File: config.mk
export PLATFORM = sky130hd
export DESIGN_NAME = hwpe_ctrl_uloop_issuer_flat
export DESIGN_NICKNAME = d
export VERILOG_FILES = /design/src/rtl/hwpe_ctrl_uloop_issuer_if.sv /design/src/rtl/hwpe_ctrl_uloop_issuer.sv /design/src/flat_wrapper.sv
export SDC_FILE = /design/constraint.sdc
export NUM_CORES = 1
export LEC_CHECK = 0
export CORE_AREA = 3 3 194 196
export CTS_CLUSTER_DIAMETER = 50
export CTS_CLUSTER_SIZE = 20
export DETAILED_ROUTE_END_ITERATION = 10
export DIE_AREA = 0 0 197 199
export MAX_ROUTING_LAYER = met4
export SLEW_MARGIN = 20
export SYNTH_ARGS = -nofsm -noshare
export SYNTH_HDL_FRONTEND = slang
export SYNTH_SLANG_ARGS = --single-unit
File: constraint.sdc
create_clock -name clk_i -period 24.1 [get_ports clk_i]
set_clock_uncertainty 0.1 [all_clocks]
set_input_delay 6.025 -clock clk_i [delete_from_list [all_inputs] [get_ports clk_i]]
set_output_delay 6.025 -clock clk_i [all_outputs]
set_load 0.01 [all_outputs]
File: src/rtl/hwpe_ctrl_uloop_issuer_if.sv
// Bundle of the two handshakes around the uloop issuer:
//   - uloop side: clear/enable out, flags/offsets/indices back in
//   - streamer side: captured set presented over valid/ready
// The master modport is the issuer's view; the slave modport is the
// view of whatever sits on the other side (uloop engine plus streamers).
interface hwpe_ctrl_uloop_issuer_if #(
  parameter int unsigned NB_LOOPS  = 6,
  parameter int unsigned NB_REG    = 4,
  parameter int unsigned REG_WIDTH = 32,
  parameter int unsigned CNT_WIDTH = 16
);

  // uloop control/flags
  logic                            uloop_clear;
  logic                            uloop_enable;
  logic                            uloop_valid;
  logic                            uloop_ready;
  logic                            uloop_done;
  logic [NB_REG*REG_WIDTH-1:0]     uloop_offs;
  logic [NB_LOOPS*CNT_WIDTH-1:0]   uloop_idx;

  // captured set towards the streamer address generators
  logic                            out_valid;
  logic                            out_ready;
  logic [NB_REG*REG_WIDTH-1:0]     out_offs;
  logic [NB_LOOPS*CNT_WIDTH-1:0]   out_idx;
  logic                            out_last;

  modport master (
    output uloop_clear, uloop_enable,
    input  uloop_valid, uloop_ready, uloop_done, uloop_offs, uloop_idx,
    output out_valid, out_offs, out_idx, out_last,
    input  out_ready
  );

  modport slave (
    input  uloop_clear, uloop_enable,
    output uloop_valid, uloop_ready, uloop_done, uloop_offs, uloop_idx,
    input  out_valid, out_offs, out_idx, out_last,
    output out_ready
  );

endinterface

File: src/rtl/hwpe_ctrl_uloop_issuer.sv
// Initiator side of the uloop control interface.
// Sequence per job: clear the uloop once, then repeatedly request a step
// (enable), capture the returned offset/index set, hand it to the
// streamers, and finish when the uloop flags done on a set.
// Optional watchdog on the wait for uloop flags, enabled by defining
// HWPE_CTRL_ULOOP_ISSUER_TIMEOUT_EN (TIMEOUT cycles, sticky error_o).
module hwpe_ctrl_uloop_issuer #(
  parameter int unsigned NB_LOOPS  = 6,
  parameter int unsigned NB_REG    = 4,
  parameter int unsigned REG_WIDTH = 32,
  parameter int unsigned CNT_WIDTH = 16,
  parameter int unsigned TIMEOUT   = 1024
) (
  input  logic        clk_i,
  input  logic        rst_i,
  input  logic        start_i,
  input  logic        abort_i,
  output logic        busy_o,
  output logic        done_o,
  output logic        error_o,
  output logic [31:0] iter_cnt_o,
  hwpe_ctrl_uloop_issuer_if.master bus
);

  localparam int unsigned OFFS_W = NB_REG * REG_WIDTH;
  localparam int unsigned IDX_W  = NB_LOOPS * CNT_WIDTH;

  typedef enum logic [2:0] {
    ST_IDLE,
    ST_CLEAR,
    ST_REQ,
    ST_WAIT,
    ST_OUT,
    ST_DONE
  } state_e;

  state_e              state_q, state_d;
  logic                in_job;
  logic                kill;
  logic                start_take;
  logic                clear_pulse;
  logic                enable_pulse;
  logic                capture;
  logic                handshake;
  logic                done_pulse;

  logic [OFFS_W-1:0]   offs_q;
  logic [IDX_W-1:0]    idx_q;
  logic                last_q;
  logic [31:0]         iter_q;

  assign in_job     = (state_q != ST_IDLE);
  // Abort only means something once a job is running; in IDLE it is dropped.
  assign kill       = abort_i && in_job;
  assign start_take = (state_q == ST_IDLE) && start_i;

`ifdef HWPE_CTRL_ULOOP_ISSUER_TIMEOUT_EN
  localparam int unsigned       TMO_W    = $clog2(TIMEOUT + 1);
  localparam logic [TMO_W-1:0]  TMO_LAST = TMO_W'(TIMEOUT - 1);

  logic [TMO_W-1:0] tmo_q;
  logic             tmo_hit;
  logic             expire;
  logic             error_q;

  // tmo_q counts WAIT cycles already spent, so the TIMEOUT-th WAIT cycle
  // is the one that sees tmo_q == TIMEOUT-1.
  assign tmo_hit = (tmo_q == TMO_LAST);
`endif

  // Next-state and single-cycle control pulses.
  always_comb begin
    // NOTE: every output of this block gets a default first so no path
    // through the case leaves a signal unassigned (which would infer a latch).
    state_d      = state_q;
    clear_pulse  = 1'b0;
    enable_pulse = 1'b0;
    capture      = 1'b0;
    handshake    = 1'b0;
    done_pulse   = 1'b0;
`ifdef HWPE_CTRL_ULOOP_ISSUER_TIMEOUT_EN
    expire       = 1'b0;
`endif

    case (state_q)
      ST_IDLE: begin
        if (start_i) state_d = ST_CLEAR;
      end
      ST_CLEAR: begin
        clear_pulse = 1'b1;
        state_d     = ST_REQ;
      end
      ST_REQ: begin
        if (bus.uloop_ready) begin
          enable_pulse = 1'b1;
          state_d      = ST_WAIT;
        end
      end
      ST_WAIT: begin
        // A valid arriving on the expiry cycle still counts as a normal set.
        if (bus.uloop_valid) begin
          capture = 1'b1;
          state_d = ST_OUT;
        end
`ifdef HWPE_CTRL_ULOOP_ISSUER_TIMEOUT_EN
        else if (tmo_hit) begin
          expire      = 1'b1;
          clear_pulse = 1'b1;
          state_d     = ST_IDLE;
        end
`endif
      end
      ST_OUT: begin
        if (bus.out_ready) begin
          handshake = 1'b1;
          state_d   = last_q ? ST_DONE : ST_REQ;
        end
      end
      ST_DONE: begin
        done_pulse = 1'b1;
        state_d    = ST_IDLE;
      end
      default: state_d = ST_IDLE;
    endcase

    // Abort overrides everything: park the uloop with a clear and suppress
    // any step, capture, handshake or completion in this cycle.
    if (kill) begin
      state_d      = ST_IDLE;
      clear_pulse  = 1'b1;
      enable_pulse = 1'b0;
      capture      = 1'b0;
      handshake    = 1'b0;
      done_pulse   = 1'b0;
`ifdef HWPE_CTRL_ULOOP_ISSUER_TIMEOUT_EN
      expire       = 1'b0;
`endif
    end
  end

  // State register.
  always_ff @(posedge clk_i or posedge rst_i) begin
    // NOTE: sequential state uses non-blocking assignments so every register
    // samples pre-edge values regardless of block ordering.
    if (rst_i) state_q <= ST_IDLE;
    else       state_q <= state_d;
  end

  // Captured set: loaded only on the valid cycle in WAIT, held otherwise.
  always_ff @(posedge clk_i or posedge rst_i) begin
    // NOTE: the wide data registers are reset too, so the streamer-facing
    // bus reads as zero out of reset rather than as stale/unknown data.
    if (rst_i) begin
      offs_q <= '0;
      idx_q  <= '0;
      last_q <= 1'b0;
    end else if (capture) begin
      offs_q <= bus.uloop_offs;
      idx_q  <= bus.uloop_idx;
      last_q <= bus.uloop_done;
    end
  end

  // Delivered-set counter: zeroed by a new job, saturating, frozen on abort.
  always_ff @(posedge clk_i or posedge rst_i) begin
    if (rst_i) begin
      iter_q <= '0;
    end else if (start_take) begin
      iter_q <= '0;
    end else if (handshake && (iter_q != '1)) begin
      iter_q <= iter_q + 32'd1;
    end
  end

`ifdef HWPE_CTRL_ULOOP_ISSUER_TIMEOUT_EN
  // WAIT watchdog: restarts from zero every time WAIT is entered.
  always_ff @(posedge clk_i or posedge rst_i) begin
    if (rst_i)                   tmo_q <= '0;
    else if (state_q == ST_WAIT) tmo_q <= tmo_q + TMO_W'(1);
    else                         tmo_q <= '0;
  end

  // Sticky error flag: set on expiry, cleared by the next accepted start.
  always_ff @(posedge clk_i or posedge rst_i) begin
    if (rst_i)           error_q <= 1'b0;
    else if (start_take) error_q <= 1'b0;
    else if (expire)     error_q <= 1'b1;
  end

  assign error_o = error_q;
`else
  assign error_o = 1'b0;
`endif

  assign busy_o           = in_job;
  assign done_o           = done_pulse;
  assign iter_cnt_o       = iter_q;

  assign bus.uloop_clear  = clear_pulse;
  assign bus.uloop_enable = enable_pulse;
  assign bus.out_valid    = (state_q == ST_OUT) && !abort_i;
  assign bus.out_offs     = offs_q;
  assign bus.out_idx      = idx_q;
  assign bus.out_last     = last_q;

endmodule
File: src/flat_wrapper.sv
// flat-port wrapper written by rule: the top's interface ports become plain ports
module hwpe_ctrl_uloop_issuer_flat 
#(
  parameter int unsigned NB_LOOPS  = 6,
  parameter int unsigned NB_REG    = 4,
  parameter int unsigned REG_WIDTH = 32,
  parameter int unsigned CNT_WIDTH = 16,
  parameter int unsigned TIMEOUT   = 1024
)
  (clk_i, rst_i, start_i, abort_i, busy_o, done_o, error_o, iter_cnt_o, bus_uloop_clear, bus_uloop_enable, bus_uloop_valid, bus_uloop_ready, bus_uloop_done, bus_uloop_offs, bus_uloop_idx, bus_out_valid, bus_out_offs, bus_out_idx, bus_out_last, bus_out_ready);
  hwpe_ctrl_uloop_issuer_if #(.NB_LOOPS(NB_LOOPS), .NB_REG(NB_REG), .REG_WIDTH(REG_WIDTH), .CNT_WIDTH(CNT_WIDTH)) bus_i ();
  input  logic clk_i;
  input  logic rst_i;
  input  logic start_i;
  input  logic abort_i;
  output logic busy_o;
  output logic done_o;
  output logic error_o;
  output logic [31:0] iter_cnt_o;
  output wire logic [$bits(bus_i.uloop_clear)-1:0] bus_uloop_clear;
  output wire logic [$bits(bus_i.uloop_enable)-1:0] bus_uloop_enable;
  input wire logic [$bits(bus_i.uloop_valid)-1:0] bus_uloop_valid;
  input wire logic [$bits(bus_i.uloop_ready)-1:0] bus_uloop_ready;
  input wire logic [$bits(bus_i.uloop_done)-1:0] bus_uloop_done;
  input wire logic [$bits(bus_i.uloop_offs)-1:0] bus_uloop_offs;
  input wire logic [$bits(bus_i.uloop_idx)-1:0] bus_uloop_idx;
  output wire logic [$bits(bus_i.out_valid)-1:0] bus_out_valid;
  output wire logic [$bits(bus_i.out_offs)-1:0] bus_out_offs;
  output wire logic [$bits(bus_i.out_idx)-1:0] bus_out_idx;
  output wire logic [$bits(bus_i.out_last)-1:0] bus_out_last;
  input wire logic [$bits(bus_i.out_ready)-1:0] bus_out_ready;
  assign bus_uloop_clear = bus_i.uloop_clear;
  assign bus_uloop_enable = bus_i.uloop_enable;
  assign bus_i.uloop_valid = bus_uloop_valid;
  assign bus_i.uloop_ready = bus_uloop_ready;
  assign bus_i.uloop_done = bus_uloop_done;
  assign bus_i.uloop_offs = bus_uloop_offs;
  assign bus_i.uloop_idx = bus_uloop_idx;
  assign bus_out_valid = bus_i.out_valid;
  assign bus_out_offs = bus_i.out_offs;
  assign bus_out_idx = bus_i.out_idx;
  assign bus_out_last = bus_i.out_last;
  assign bus_i.out_ready = bus_out_ready;
  hwpe_ctrl_uloop_issuer #(.NB_LOOPS(NB_LOOPS), .NB_REG(NB_REG), .REG_WIDTH(REG_WIDTH), .CNT_WIDTH(CNT_WIDTH), .TIMEOUT(TIMEOUT)) u_core (.clk_i(clk_i), .rst_i(rst_i), .start_i(start_i), .abort_i(abort_i), .busy_o(busy_o), .done_o(done_o), .error_o(error_o), .iter_cnt_o(iter_cnt_o), .bus(bus_i));
endmodule
### Word-level counts from Yosys, hierarchy flattened

Cells that the tools add are included.

| word-level totals | value |
|---|---|
| bits in registers | 260 |
| bits in latches | 0 |
| bits in writable memories | 0 |
| ROM bits | 0 |
| bits of input ports | 232 |
| output and inout port bits | 263 |
| word-level logic and storage cells | 47 |
| memories | 0 |

| cells by class | value |
|---|---|
| add/sub/neg operators | 1 |
| multipliers | 0 |
| div/mod/pow operators | 0 |
| order comparisons | 0 |
| eq/ne operators | 10 |
| shifts and indexed selects | 0 |
| muxes and demuxes | 22 |
| bitwise gates (word level) | 0 |
| reduce and logical (&&, ||, !) cells | 9 |

Operators by type and width:

| cell | count |
|---|---|
| $mux 32 | 2 |
| $add 32x1->32 const B | 1 |
| $ne 32x32->1 const B | 1 |
| $mux 3 | 6 |
| $pmux 3 s5 | 1 |
| $mux 1 | 13 |
| $ne 3x2->1 const B | 4 |
| $eq 3x2->1 const B | 2 |
| $eq 3x3->1 const B | 2 |
| $logic_and 1x1->1 | 4 |
| $reduce_and 4->1 | 1 |
| $eq 3x1->1 const B | 1 |
| $logic_not 3->1 | 1 |
| $reduce_bool 3->1 | 1 |
| $reduce_bool 2->1 | 1 |
| $logic_not 1->1 | 1 |

### Longest topological paths before layout

| depth | value |
|---|---|
| depth after elaboration | 6 |
| mapped depth | 9 |
| gate-level depth less buffers | 7 |

### Worst setup path after synthesis

Ideal clock, no wire load.

| path | value |
|---|---|
| kind | input to output |
| start | input port abort_i |
| end | output port bus_uloop_enable |
| arrival | 6.512 ns |
| data required time | 17.975 ns |
| path slack | 11.463 ns |
| stages | 2 |
| path buffers | 0 |
| cell sequence | nand2b_1 > nor3_1 |

| on the way | value |
|---|---|
| word-level cells in the longest chain between the ends | 2 |

Ends and longest elaborated chain:

| item | RTL line | source |
|---|---|---|
| start: declaration | flat_wrapper.sv:15 | `input logic abort_i;` |
| $logic_and 1x1->1 | hwpe_ctrl_uloop_issuer.sv:54 | `assign kill = abort_i && in_job;` |
| $mux 1 | hwpe_ctrl_uloop_issuer.sv:128 | `if (kill) begin` |
| end: declaration | flat_wrapper.sv:21 | `output wire logic [$bits(bus_i.uloop_enable)-1:0] bus_uloop_enable;` |

No other way between the ends.

### Final worst setup path

Ends and elaborated chain as after synthesis.

==> impl_results.md <==
* Mapped Avg Cell Area at 14.3 µm²
* Number of enable flip-flop cells after synthesis at 0
* IO Count at between 400 and 500
* F_max at 72.4 MHz
* Max-slew violation count at 0
* Area leader, netlist: dfrtp_1
* Setup TNS at 0 ns
* Status: complete, no violations
* DRT iter0 DRCs at 320
* Unrepaired setup endpoints after global routing: no
* Core box area at about 36000 µm²
* Total global-route track usage at 16.9%
* TritonCTS Sinks at 260
* Crit path largest cell delay at roughly 0.58 ns
* Post-DP HPWL at between 20 and 25 mm
* H-tree Lvls at 2
* Fraction of layout cells with a size suffix above 1 at 23.9%
* Largest net degree at the start of global routing at 123
* Hold Slack at about 0.40 ns
* Top cells by area, synth: dfrtp_1 62%, mux2_2 24%, nor3_1 1.1%
* Die area at a little under 40000 µm²
* Total of warnings raised by yosys at 0
* Vias per inst at approximately 4.5
* DR WL/cell at just under 20 µm
* Min Tclk post-route at approximately 14 ns
* DR vias at between 7000 and 8000
* Die X-Extent at 197 µm
* Critical path peak fanout at 7
* Initial antenna violation count at 1
* Most frequent CP cell: clkdlybuf4s50_1
* CTS tree: yes
* CTS Root Buffer Type: clkbuf_16
* CTS Hold Bufs at 0
* Crit-path cells: clkdlybuf4s50_1 -> nand2b_1 -> nor3_1 -> clkdlybuf4s50_1
* Crit path DAT at 7.69 ns
* CTS resizes at 0
* Final GP Congestion at slightly below 0.8
* Worst-Skew Late Latency at 0.51 ns
* Drt pass-1 iters at 6
* Yosys top cell area share at 62.4%
* Top Family by Delay on Critical Path: buffers and inverters
* Endpoints failing hold at 0
* Top FF cell, synth: dfrtp_1
* CP required at 17.98 ns
* Synth Instances at 730
* Area delta synth->final at 62.0%
* Global-route wire length before repair at 49.8 mm
* Hold/Removal Path Class: reg -> reg
* Row Count at 70
* Sequential area share after synthesis at a little over 60%
* Crit. End Element: output pin
* Worst r2r src: u_core.iter_cnt_o[0]$_DFFE_PP0P_
* Worst-margin pin slew at 1.07 ns
* WS Path Type: in -> out
* Commonest non-fill, non-tap cells in the layout: 493 x clkdlybuf4s50_1, 260 x dfrtp_1, 224 x mux2_2
* CTS Buf Count at 34
* Vias in the first global route at ~8300
* Min-delay src: u_core.bus.out_idx[43]$_DFFE_PP0P_
* Synth cell types at 53
* Initial Util at 28.8%
* DRC Markers at 0
* Slowest cell on crit path: clkdlybuf4s50_1
* Rel. slew slack at between 20% and 30%
* Clock slew at reported path FFs at 0.06 ns
* Yosys reg bits at 260
* Peak supply drop at 70.0 µV
* Final nets at around 1500
* Worst Setup SP: abort_i
* # setup viols final at 0
* Antenna Nets Post-Route at 0
* Max clock buf depth at 3
* Die span in y at 199 µm
* PortBufs at 493
* CP Launch Type: primary input
* Post-Route WL at 33.8 mm
* Mapped Area at 10400 µm²
* Max cap viols at 0
* Syn Nets at 963
* Leak at 7.08 nW
* Most common library cell in the layout ignoring fill and taps: clkdlybuf4s50_1
* WP buf/inv at 2
* Final period utilization at a little under three fifths
* GRT overflow at 0
* Pwr/cell area at 118 nW/µm²
* Post-synthesis async set-or-reset flop share at 100%
* # Post-CTS Setup Buffers at 0
-- per-layer routing --
layer  vias to the layer above  wire (µm)  global-route usage, %
met4                         0        573                   4.14
met5                         -          0                      -
li1                       3608          -                      -
met1                      3823      13200                   19.5
met3                        38       3160                   6.35
met2                       341      16900                   28.2
-- report_power, final --
part | leakage, nW | internal, mW | switching, mW
Combinational | 3.23 | 0.490 | 0.293
Sequential | 3.34 | 0.623 | 0.101
Clock | 0.517 | 0.275 | 0.209
Total | 7.08 | 1.39 | 0.603
-- layout make-up --
type	count	area, µm²
repair buffers	498	4970
multi-input cells	424	3710
flip-flops and latches	260	6510
inverters	7	33.8
well taps	468	586
fillers	3316	19400
clock inverters	21	190
clock buffers	40	893
diodes	1	2.50
-- synthesized netlist by cell type (all sizes together), types with 2 or more instances --
cell,n
o31ai,3
o41ai,5
nand4,6
nand3,12
a31oi,3
xnor2,10
and4,4
or4,3
nor3,25
and3,7
nand2b,2
and2,4
inv,7
o21ai,32
or3b,2
nand2,31
mux2,224
clkbuf,12
nor4,7
a21oi,4
nor2,19
dfrtp,260
buf,27
a21o,6
-- final timing paths --
check | slack (ns) | end | cells after the start
setup / recovery | 10.29 | bus_uloop_enable | 4
hold / removal | 0.40 | u_core.bus.out_idx[43]$_DFFE_PP0P_ | 1
setup reg to reg | 20.72 | u_core.iter_cnt_o[14]$_DFFE_PP0P_ | 7
hold reg to reg | 0.40 | u_core.bus.out_idx[43]$_DFFE_PP0P_ | 1
max in group asynchronous | 16.30 | u_core.state_q[1]$_DFFE_PP0P_ | 3
min in group asynchronous | 6.01 | u_core.bus.out_idx[76]$_DFFE_PP0P_ | 2
-- registers in the layout, summed over array words and instances, names as in the netlist --
name,cells
u_core.bus.out_idx,96
u_core.bus.out_offs,128
u_core.iter_cnt_o,32
u_core.state_q,3
u_core.bus.out_last,1
-- through the flow --
stage	cell area, µm²	power (mW)	cells	utilization (%)	setup slack [ns]
6_report	16900	1.99	1719	46.6	10.29
5_1_grt	16900	2.10	1719	46.6	10.21
4_1_cts	16900	2.03	1718	46.6	10.29
3_5_place_dp	15800	1.52	1657	43.6	10.31
3_3_place_gp	15800	1.51	1657	43.6	10.33
2_1_floorplan	10400	1.02	730	-	10.82
-- cells by family after synthesis --
family                     count (synthesis)  share of synthesized area [%]
xor gates and xnor gates                  10                          0.840
DFF                                      260                           62.4
buffers and inverters                     46                           2.10
adders and majority gates                  1                          0.120
AOI/OAI and AO/OA                         60                           3.50
muxes                                    225                           24.3
other                                      1                         0.0360
and+or+nand+nor                          127                           6.72
No activity file was read; power rests on OpenSTA's default activity.
